<file path="config.mk">
export PLATFORM = sky130hd
export DESIGN_NAME = nr_div_prenorm
export DESIGN_NICKNAME = d
export VERILOG_FILES = /design/src/rtl/nr_div_prenorm.sv
export SDC_FILE = /design/constraint.sdc
export NUM_CORES = 1
export LEC_CHECK = 0
export ABC_AREA = 1
export BUFFER_PORTS_ARGS = -buffer_cell sky130_fd_sc_hd__buf_2
export CORE_MARGIN = 5
export CORE_UTILIZATION = 35
export CTS_CLUSTER_SIZE = 14
export DETAILED_ROUTE_END_ITERATION = 8
export GPL_TIMING_DRIVEN = 0
export PLACE_DENSITY_LB_ADDON = 0.08
export SETUP_SLACK_MARGIN = 0.02
export SYNTH_ARGS = -nofsm -noshare
export SYNTH_HDL_FRONTEND = slang
export SYNTH_SLANG_ARGS = --single-unit
</file>
<file path="constraint.sdc">
create_clock -name clk -period 2.52 [get_ports clk]
set_input_delay 0.252 -clock clk [delete_from_list [all_inputs] [get_ports clk]]
set_output_delay 0.252 -clock clk [all_outputs]
set_load 0.01 [all_outputs]
</file>
<file path="src/rtl/nr_div_prenorm.sv">
// nr_div_prenorm: normalises |divisor| into [0.5,1.0) as Q2.14 and sign-corrects the dividend.
// Latency: T+2+lz edges from capture (T+1 for a zero divisor); NR_PRENORM_FAST_EN skips 4 zero bits per cycle.
// Backpressure: one operation in flight; result held stable in DONE until out_ready, in_ready low meanwhile.
module nr_div_prenorm #(
    parameter int DW  = 16,
    parameter int WW  = 16,
    parameter int LZW = $clog2(DW)
) (
    input  logic           clk,
    input  logic           rst_n,
    input  logic           in_valid,
    output logic           in_ready,
    input  logic [DW-1:0]  d_in,
    input  logic [WW-1:0]  w_in,
    output logic           out_valid,
    input  logic           out_ready,
    output logic [15:0]    d_norm,
    output logic [WW-1:0]  w_out,
    output logic [LZW-1:0] lz,
    output logic           div_zero
);

    typedef enum logic [1:0] {IDLE, SHIFT, DONE} state_t;

    state_t         r_state;
    state_t         w_state_nxt;
    logic [DW-1:0]  r_mag;
    logic [LZW-1:0] r_cnt;
    logic           r_in_ready;
    logic           r_out_valid;
    logic [15:0]    r_d_norm;
    logic [WW-1:0]  r_w_out;
    logic           r_div_zero;

    logic           w_accept;
    logic           w_handshake;
    logic [DW-1:0]  w_mag_in;
    logic           w_mag_zero;
    logic [WW-1:0]  w_w_min;
    logic [WW-1:0]  w_w_neg;
    logic [WW-1:0]  w_w_cap;
    logic           w_skip4;

    // r_in_ready is only ever set together with r_state==IDLE, so it doubles as the IDLE qualifier
    assign w_accept    = in_valid && r_in_ready;
    assign w_handshake = r_out_valid && out_ready;

    // Magnitude as DW-bit unsigned: the most negative divisor maps onto 2^(DW-1) without overflow
    assign w_mag_in    = d_in[DW-1] ? (~d_in + 1'b1) : d_in;
    assign w_mag_zero  = (w_mag_in == '0);

    // Negating the most negative dividend would wrap; clamp it to the largest positive value
    assign w_w_min     = {1'b1, {(WW-1){1'b0}}};
    assign w_w_neg     = (w_in == w_w_min) ? ~w_w_min : (~w_in + 1'b1);
    assign w_w_cap     = d_in[DW-1] ? w_w_neg : w_in;

`ifdef NR_PRENORM_FAST_EN
    // Top nibble all zero means four shifts are certainly needed, so take them at once
    assign w_skip4     = (r_mag[DW-1:DW-4] == 4'b0000);
`else
    assign w_skip4     = 1'b0;
`endif

    assign in_ready  = r_in_ready;
    assign out_valid = r_out_valid;
    assign d_norm    = r_d_norm;
    assign w_out     = r_w_out;
    assign lz        = r_cnt;
    assign div_zero  = r_div_zero;

    // Next-state decode for the IDLE -> SHIFT -> DONE sequence
    always_comb begin
        w_state_nxt = r_state;
        unique case (r_state)
            IDLE:    if (w_accept)        w_state_nxt = w_mag_zero ? DONE : SHIFT;
            SHIFT:   if (r_mag[DW-1])     w_state_nxt = DONE;
            DONE:    if (w_handshake)     w_state_nxt = IDLE;
            default:                      w_state_nxt = IDLE;
        endcase
    end

    // State register; in_ready is registered from the next state so it never depends on inputs
    always_ff @(posedge clk) begin
        if (!rst_n) begin
            r_state    <= IDLE;
            r_in_ready <= 1'b0;
        end else begin
            r_state    <= w_state_nxt;
            r_in_ready <= (w_state_nxt == IDLE);
        end
    end

    // Operand capture, normalising shifts and result registers
    always_ff @(posedge clk) begin
        if (!rst_n) begin
            r_mag       <= '0;
            r_cnt       <= '0;
            r_out_valid <= 1'b0;
            r_d_norm    <= '0;
            r_w_out     <= '0;
            r_div_zero  <= 1'b0;
        end else begin
            unique case (r_state)
                IDLE: begin
                    if (w_accept) begin
                        r_mag       <= w_mag_in;
                        r_cnt       <= '0;
                        r_w_out     <= w_w_cap;
                        r_d_norm    <= '0;
                        r_div_zero  <= w_mag_zero;
                        r_out_valid <= w_mag_zero;
                    end
                end
                SHIFT: begin
                    if (r_mag[DW-1]) begin
                        // Leading one now sits at bit DW-1: keep the top 14 bits as Q2.14
                        r_d_norm    <= {2'b00, r_mag[DW-1 -: 14]};
                        r_out_valid <= 1'b1;
                    end else if (w_skip4) begin
                        r_mag <= r_mag << 4;
                        r_cnt <= r_cnt + LZW'(4);
                    end else begin
                        r_mag <= r_mag << 1;
                        r_cnt <= r_cnt + 1'b1;
                    end
                end
                DONE: begin
                    if (w_handshake) r_out_valid <= 1'b0;
                end
                default: begin
                    r_out_valid <= 1'b0;
                end
            endcase
        end
    end

endmodule

</file>
# == Word-level counts from Yosys, hierarchy flattened ==
# Cells that the tools add are included.
# word_totals
reg_bits,57
inputBits,36
output_inout_bits,39
word_cells,53
# classes
add_sub_neg,3
eq_ne,7
muxes,21
n_bitwise,2
reduce_logical,11
# op_table
operator,n
16-bit two-way mux,7
16-bit one-hot mux with 2 select lines,2
"16-bit by 1-bit adder with 16-bit output, second input constant",2
16-bit NOT,2
"16-bit == test, second input constant",1
16-bit zero test,1
3-bit AND reduction,3
2-bit two-way mux,4
4-bit two-way mux,2
"2-bit != test, second input constant",4
4-bit one-hot mux with 2 select lines,1
2-bit one-hot mux with 3 select lines,1
"4-bit by 1-bit adder with 4-bit output, second input constant",1
2-bit zero test,2
2-bit AND reduction,2
1-bit two-way mux,3
1-bit one-hot mux with 3 select lines,1
"2-bit by 1-bit == test with 1-bit output, second input constant",1
"2-bit == test, second input constant",1
1-bit logical AND,2
2-bit nonzero test,1

# == Depth between registers and ports, before layout ==
# Gate-level depths: netlist (run 1).
# depth
word_depth,8
mapped_depth,15
ltp_nobuf,15

# == Worst setup path before layout (run 1) ==
# Ideal clock, no wire load.
# synth_timing
path_type,input to register
from,input d_in[0]
to,"register r_div_zero, in the netlist div_zero"
setup_time_ns,0.070
arrival_time_ns,1.445
t_required_ns,2.450
path_slack_ns,1.004
cell_stages,12
path_buffers,0
path_cell_list,inv_1 > ha_1 > nand3_1 > nand2_1 > nand2_1 > xor2_1 > nand3_1 > nor2_1 > nand2_1 > inv_2 > nand2_1 > a21oi_1
# synth_between
elab_chain_cells,4
# synth_rtl
element,line_no,source
from (decl),13,"input logic [DW-1:0] d_in,"
16-bit NOT,49,assign w_mag_in = d_in[DW-1] ? (~d_in + 1'b1) : d_in;
16-bit by 1-bit adder with 16-bit output,49,
16-bit two-way mux (*),49,
16-bit zero test (*),50,assign w_mag_zero = (w_mag_in == '0);
to (signal assigned),110,r_div_zero <= w_mag_zero;
to (decl),33,logic r_div_zero;
# Mark *: on every way between the ends. The rest lies on a longest branch, timed or not.
# A chain may end at the register's enable or synchronous reset.

# == Worst setup path in the final report (run 1) ==
# layout_timing
from,"register r_in_ready, in the netlist in_ready"
to,register r_mag[2]
# layout_between
elab_chain_cells,3
# layout_rtl
element,line_no,source
from (decl),29,logic r_in_ready;
from (signal assigned),89,r_in_ready <= (w_state_nxt == IDLE);
1-bit logical AND,45,assign w_accept = in_valid && r_in_ready;
2-bit != test (no source line),n/a,
3-bit AND reduction (no source line),n/a,
to (signal assigned),106,r_mag <= w_mag_in;
to (signal assigned),120,r_mag <= r_mag << 4;
to (signal assigned),123,r_mag <= r_mag << 1;
to (decl),27,logic [DW-1:0] r_mag;
# No other way between the ends.

==> reports/qor.txt, run 1 <==
Worst r2r path cells - 8
Area leader, netlist - dfxtp_1
CP max stage cell - nor3_1
Final nets - 558
Critical Path AT - 2.19 ns
Clk Tree Root Cell - clkbuf_8
Routed via count - 3,081
Reg clk slew, reported paths - 0.11 ns
CP startpoint kind - flop
Worst-margin pin slew - 0.552 ns
Share of cells above drive strength 1 - 20.2%
Sequential area share after synthesis - 37.5%
Initial antenna violation count - 0
Starting Density - 35.9%
DRC viols - 0
Clock power share - 27.1%
Global-route wire length before repair - 13,700 µm
Power Total - 1970 µW
Peak supply drop - 0.000273 V
RSZ-0062 raised after global routing - false
Post-route ant nets - 0
Vias in the first global route - 3,013
GRT Total Usage - 16.4%
Placer Congestion - 0.853
Crit Path Class - flop to flop
Post-Synthesis Cells - 439
Final-report setup violation count - 0
Antenna Diode Count - 0
Fmax - 0.505 GHz
# Max-Cap Violations - 0
DRT iter0 DRCs - 148
DP Cell Count - 617
Buffers on Ports - 72
Non-filler cells, final - 625
P_sw - 662 µW
H-tree depth - 2
TritonCTS clock tree - built
Core area - 8180 µm²
Gates resized, CTS repair - 0
Hold Path Class - primary input to flop
Setup TNS - 0 ns
Avg Synthesized Cell Area - 6.68 µm²
Period utilisation layout - 78.6%
Cell with the most instances after synthesis - nand2_1
WHS Path Cells - 3
R2R Path End - r_mag[2]
Critical path required time - 2.73 ns
Avg Vias per Cell - 4.93
Final wirelength - 8150 µm
Area share of the largest cell type after synthesis - 37.5%
Critical path, cell by cell - nand2_1 -> nor3_1 -> inv_1 -> nand2_2 -> inv_2 -> buf_2 -> a21oi_1 -> a21oi_1
DIE HEIGHT - 102 µm
Worst r2r src - in_ready
Worst-Skew Late Latency - 0.32 ns
Cts bufs inserted - 5
Synth Register Bits - 55
Die Width - 102 µm
Post-synth top flop - dfxtp_1
Layout area overhead - 20.1%
R2r setup slk - 0.54 ns
Lkg Pwr - 0.00176 µW
Final min period - 1.98 ns
Slew Limit Fails - 0
Worst path top cell family by delay - simple AND/OR/NAND/NOR gates
WP buf/inv - 3
CTS Buffer Depth - 2
Synthesized area - 2930 µm²
Site Rows - 33
Status - complete, no violations
DR WL/cell - 13.0 µm
Crit path to - r_mag[2]
Gr ovfl total - 0
Final Hold Fails - 0
I/O pin cnt - 75
Num Clock Sinks - 55
Detailed placement HPWL - 6450 µm
Synth warn - 0
Netlist cell types - 32
Net Sw Frac - 33.5%
Crit path from - in_ready
Die area - 10,300 µm²
Post-synth top cells - nand2_1, a21oi_1, dfxtp_1
Hold_buf cts - 0
Cell count along the critical path - 8
P per Cell Area - 560 nW/µm²
CP most frequent cell - a21oi_1
Post-CTS setup buffers - 0
Int Pwr - 1310 µW
Worst relative slew slack - 62.9%
Sequential share of power - 50.2%
DRT Pass-1 Iters - 4
Post-synth EDFFs - 0
Largest fanout on the critical path - 10
Logic pwr share - 22.7%
Synth top area cells - dfxtp_1, nand2_1, a21oi_1
Max incr delay on CP - 0.44 ns
Setup crit end kind - flop
Clk_skew - 0.0121 ns
Hold WS - 0.190 ns
Largest net degree at the start of global routing - 20
Ys async rst share - 0%
==> area by class of cell <==
class                           instances  area (µm²)
Fill cell                             886        4650
Multi-Input combinational cell        317        1560
Sequential cell                        55        1100
Timing Repair Buffer                   72         360
Inverter                               48         180
Tap cell                              105         131
Buffer                                 20        98.8
Clock buffer                            5        68.8
Clock inverter                          3        26.3
==> worst min-delay path by stage <==
stage,start,endpoint
6_report,d_in[0],r_mag[0]
4_1_cts,d_in[0],r_mag[0]
2_1_floorplan,rst_n,w_out[13]
3_3_place_gp,d_norm[13],d_norm[13]
3_5_place_dp,d_norm[13],d_norm[13]
5_1_grt,d_in[0],r_mag[0]
==> stage by stage <==
step	cell area (µm²)	utilization, %	setup WS (ns)
2_1_floorplan	2940	-	1.00
3_3_place_gp	3430	41.9	0.484
3_5_place_dp	3430	41.9	0.435
4_1_cts	3520	43.1	0.499
5_1_grt	3520	43.1	0.313
6_report	3520	43.1	0.540
==> placed cells by master (no fill, tap or decap) <==
master / n
clkbuf_8: 5
dfxtp_1: 55
nand4_1: 4
nand3_1: 27
o221ai_1: 7
a31oi_1: 3
nor3_1: 2
nor3_2: 1
nor2_2: 1
conb_1: 2
inv_1: 43
o21bai_1: 1
nand2_1: 108
o211ai_1: 3
clkbuf_1: 8
a21oi_1: 56
inv_6: 2
buf_6: 1
a22oi_1: 1
xor2_1: 9
buf_1: 2
clkinv_4: 1
o221a_2: 1
buf_2: 79
buf_4: 2
xnor2_1: 4
and3_1: 1
nor2_1: 36
o21ai_0: 39
o31ai_1: 1
inv_2: 5
or2_2: 4
nor2_4: 2
ha_1: 3
nand2_2: 1
==> power groups by stage <==
stage                     Combinational [µW]  Sequential [µW]  Clock, µW
after global placement                   447             1010          0
after CTS                                453              991        556
after floorplan                          281             1020          0
final                                    448              991        535
after detailed placement                 452             1010          0
after global routing                     514             1000        585
==> sequential cells by signal (all words and copies together), names as in the netlist <==
register,count
r_state,2
w_out,16
r_mag,16
d_norm,14
out_valid,1
div_zero,1
lz,4
in_ready,1
==> tightest hold or removal path, cell delays in order <==
cell and delay [ns]:
buf_2 0.11, nand2_1 0.06, a21oi_1 0.05
==> routing by layer <==
metal / up-vias / global-route usage, % / part of all wire [%] / wire [µm]
met5: - / 0 / 0 / 0
met4: 0 / 5.01 / 1.7 / 141
met3: 13 / 3.93 / 6.0 / 489
met2: 88 / 28.4 / 48 / 3890
met1: 1380 / 20.2 / 45 / 3630
li1: 1600 / - / - / -
==> cells by family (layout without fill, tap and decap cells) <==
kind of cell	Yosys count	after routing	share of synthesized area, %
flops	55	55	37.5
buf+inv	68	148	9.51
xor+xnor	13	13	3.88
simple gates	187	187	26.8
fa+ha+maj	3	3	1.28
compound gates	112	112	20.9
other cells	1	2	0.128
(Power assumes the default switching activity.)
==> run 2, diff against run 1 <==
==> constraint.sdc (replaced) <==
create_clock -name clk -period 1.6 [get_ports clk]
set_input_delay 0.16 -clock clk [delete_from_list [all_inputs] [get_ports clk]]
set_output_delay 0.16 -clock clk [all_outputs]
set_load 0.01 [all_outputs]
==> run 2 against run 1 <==
Compared with the run above: setup slack worse by 0.42 ns; total power is 61% higher; critical endpoint is now r_mag[12]; highest routed layer unchanged; non-clock buffer count is 7 higher.
==> reports/qor.txt, run 2 (same netlist as run 1, synthesis figures left out) <==
Crit Path Class - flop to flop
# Max-Cap Violations - 0
I/O pin cnt - 75
Max incr delay on CP - 0.35 ns
CTS Buffer Depth - 2
Critical path, cell by cell - nand2_2 -> nor3_4 -> inv_2 -> nand2_4 -> inv_2 -> buf_4 -> a21oi_1 -> a21oi_1
Cts bufs inserted - 5
Reg clk slew, reported paths - 0.12 ns
Detailed placement HPWL - 6450 µm
Largest net degree at the start of global routing - 20
Initial antenna violation count - 0
Hold WS - 0.102 ns
Fillers - 879
Setup crit end kind - flop
Status - complete, no violations
Share of cells above drive strength 1 - 24.9%
Die Width - 102 µm
Worst-Skew Late Latency - 0.32 ns
Site Rows - 33
GRT Total Usage - 16.5%
Num Clock Sinks - 55
Hold_buf cts - 0
TritonCTS clock tree - built
Placer Congestion - 0.853
Gr ovfl total - 0
Vias in the first global route - 3,023
Largest fanout on the critical path - 10
DRT Pass-1 Iters - 4
Final nets - 565
H-tree depth - 2
FF/Latch Area - 1100 µm²
Final Hold Fails - 0
Avg Vias per Cell - 4.91
Period utilisation layout - 92.7%
Peak supply drop - 0.000429 V
Fmax - 0.674 GHz
Clk Tree Root Cell - clkbuf_8
Most common cell after layout, fill and taps aside - nand2_1
Clk_skew - 0.0102 ns
DRT iter0 DRCs - 129
Die area - 10,300 µm²
RSZ-0062 raised after global routing - false
R2r setup slk - 0.12 ns
Slew Limit Fails - 0
Commonest non-fill, non-tap cells in the layout - nand2_1, buf_2, a21oi_1
Layout area overhead - 25.2%
DRC viols - 0
WP buf/inv - 3
Final wirelength - 8210 µm
Final min period - 1.48 ns
CP max stage cell - dfxtp_2
DIE HEIGHT - 102 µm
Buffers on Ports - 72
Power Total - 3190 µW
Post-route ant nets - 0
Multi-input logic area - 1630 µm²
Final-report setup violation count - 0
CP startpoint kind - flop
Antenna Diode Count - 0
Critical path required time - 1.82 ns
Starting Density - 35.9%
Routed via count - 3,104
Hold Path Class - primary input to flop
Global-route wire length before repair - 13,700 µm
Lkg Pwr - 0.00182 µW
DR WL/cell - 13.0 µm
P per Cell Area - 867 nW/µm²
Final core occ - 44.9%
Core area - 8180 µm²
Worst path top cell family by delay - simple AND/OR/NAND/NOR gates
Critical Path AT - 1.70 ns
run 2: cell types whose count changed in the layout (fill, tap and decap cells not counted), sizes merged:
cell,delta
buf,+4
clkbuf,+3
run 2: stage by stage:
| stage | setup slack (ns) | cells | TNS (ns) | area (µm²) |
|---|---|---|---|---|
| after global routing | 0.0138 | 632 | 0 | 3670 |
| after detailed placement | -0.393 | 617 | -10.65 | 3430 |
| after CTS | 0.0251 | 628 | 0 | 3590 |
| after global placement | -0.348 | 617 | -9.64 | 3430 |
| after floorplan | 0.0910 | 440 | 0 | 2940 |
| final | 0.117 | 632 | 0 | 3670 |
run 2: final timing paths:
path,depth (start not counted),startpoint,endpoint
max,8,in_ready,r_mag[12]
min,3,d_in[0],r_mag[0]
max reg2reg,8,in_ready,r_mag[12]
min reg2reg,2,d_norm[7],d_norm[7]
run 2: timing repair:
| item | in CTS | in global routing |
|---|---|---|
| hold endpoints to repair | 0 | 0 |
| pin swaps | 2 | 3 |
| gates cloned | 0 | 0 |
| endpoints found under the setup margin | 51 | 42 |
| gates resized for setup | 12 | 24 |
| setup buffers | 3 | 4 |
run 2: final cells by class:
| class | count | area share (%) |
|---|---|---|
| Multi-Input combinational cell | 317 | 44.2 |
| Sequential cell | 55 | 30.1 |
| Timing Repair Buffer | 79 | 11.2 |
| Inverter | 48 | 5.04 |
| Tap cell | 105 | 3.58 |
| Buffer | 20 | 3.27 |
| Clock buffer | 5 | 1.87 |
| Clock inverter | 3 | 0.715 |
run 2: layer usage:
layer	track usage (%)	up-vias	routed length, µm
li1	-	1617	-
met1	20.0	1402	3650
met2	28.8	75	3990
met3	3.93	10	434
met4	4.91	0	127
met5	0	-	0
run 2: worst reg2reg max path: stages (launching register included):
cell	delay [ns]
dfxtp_2	0.35
nand2_2	0.07
nor3_4	0.30
inv_2	0.12
nand2_4	0.10
inv_2	0.07
buf_4	0.18
a21oi_1	0.12
a21oi_1	0.08
run 2: where the power goes:
part,switching (µW),internal (µW)
logic,469,304
clock network,521,324
registers,81.0,1490
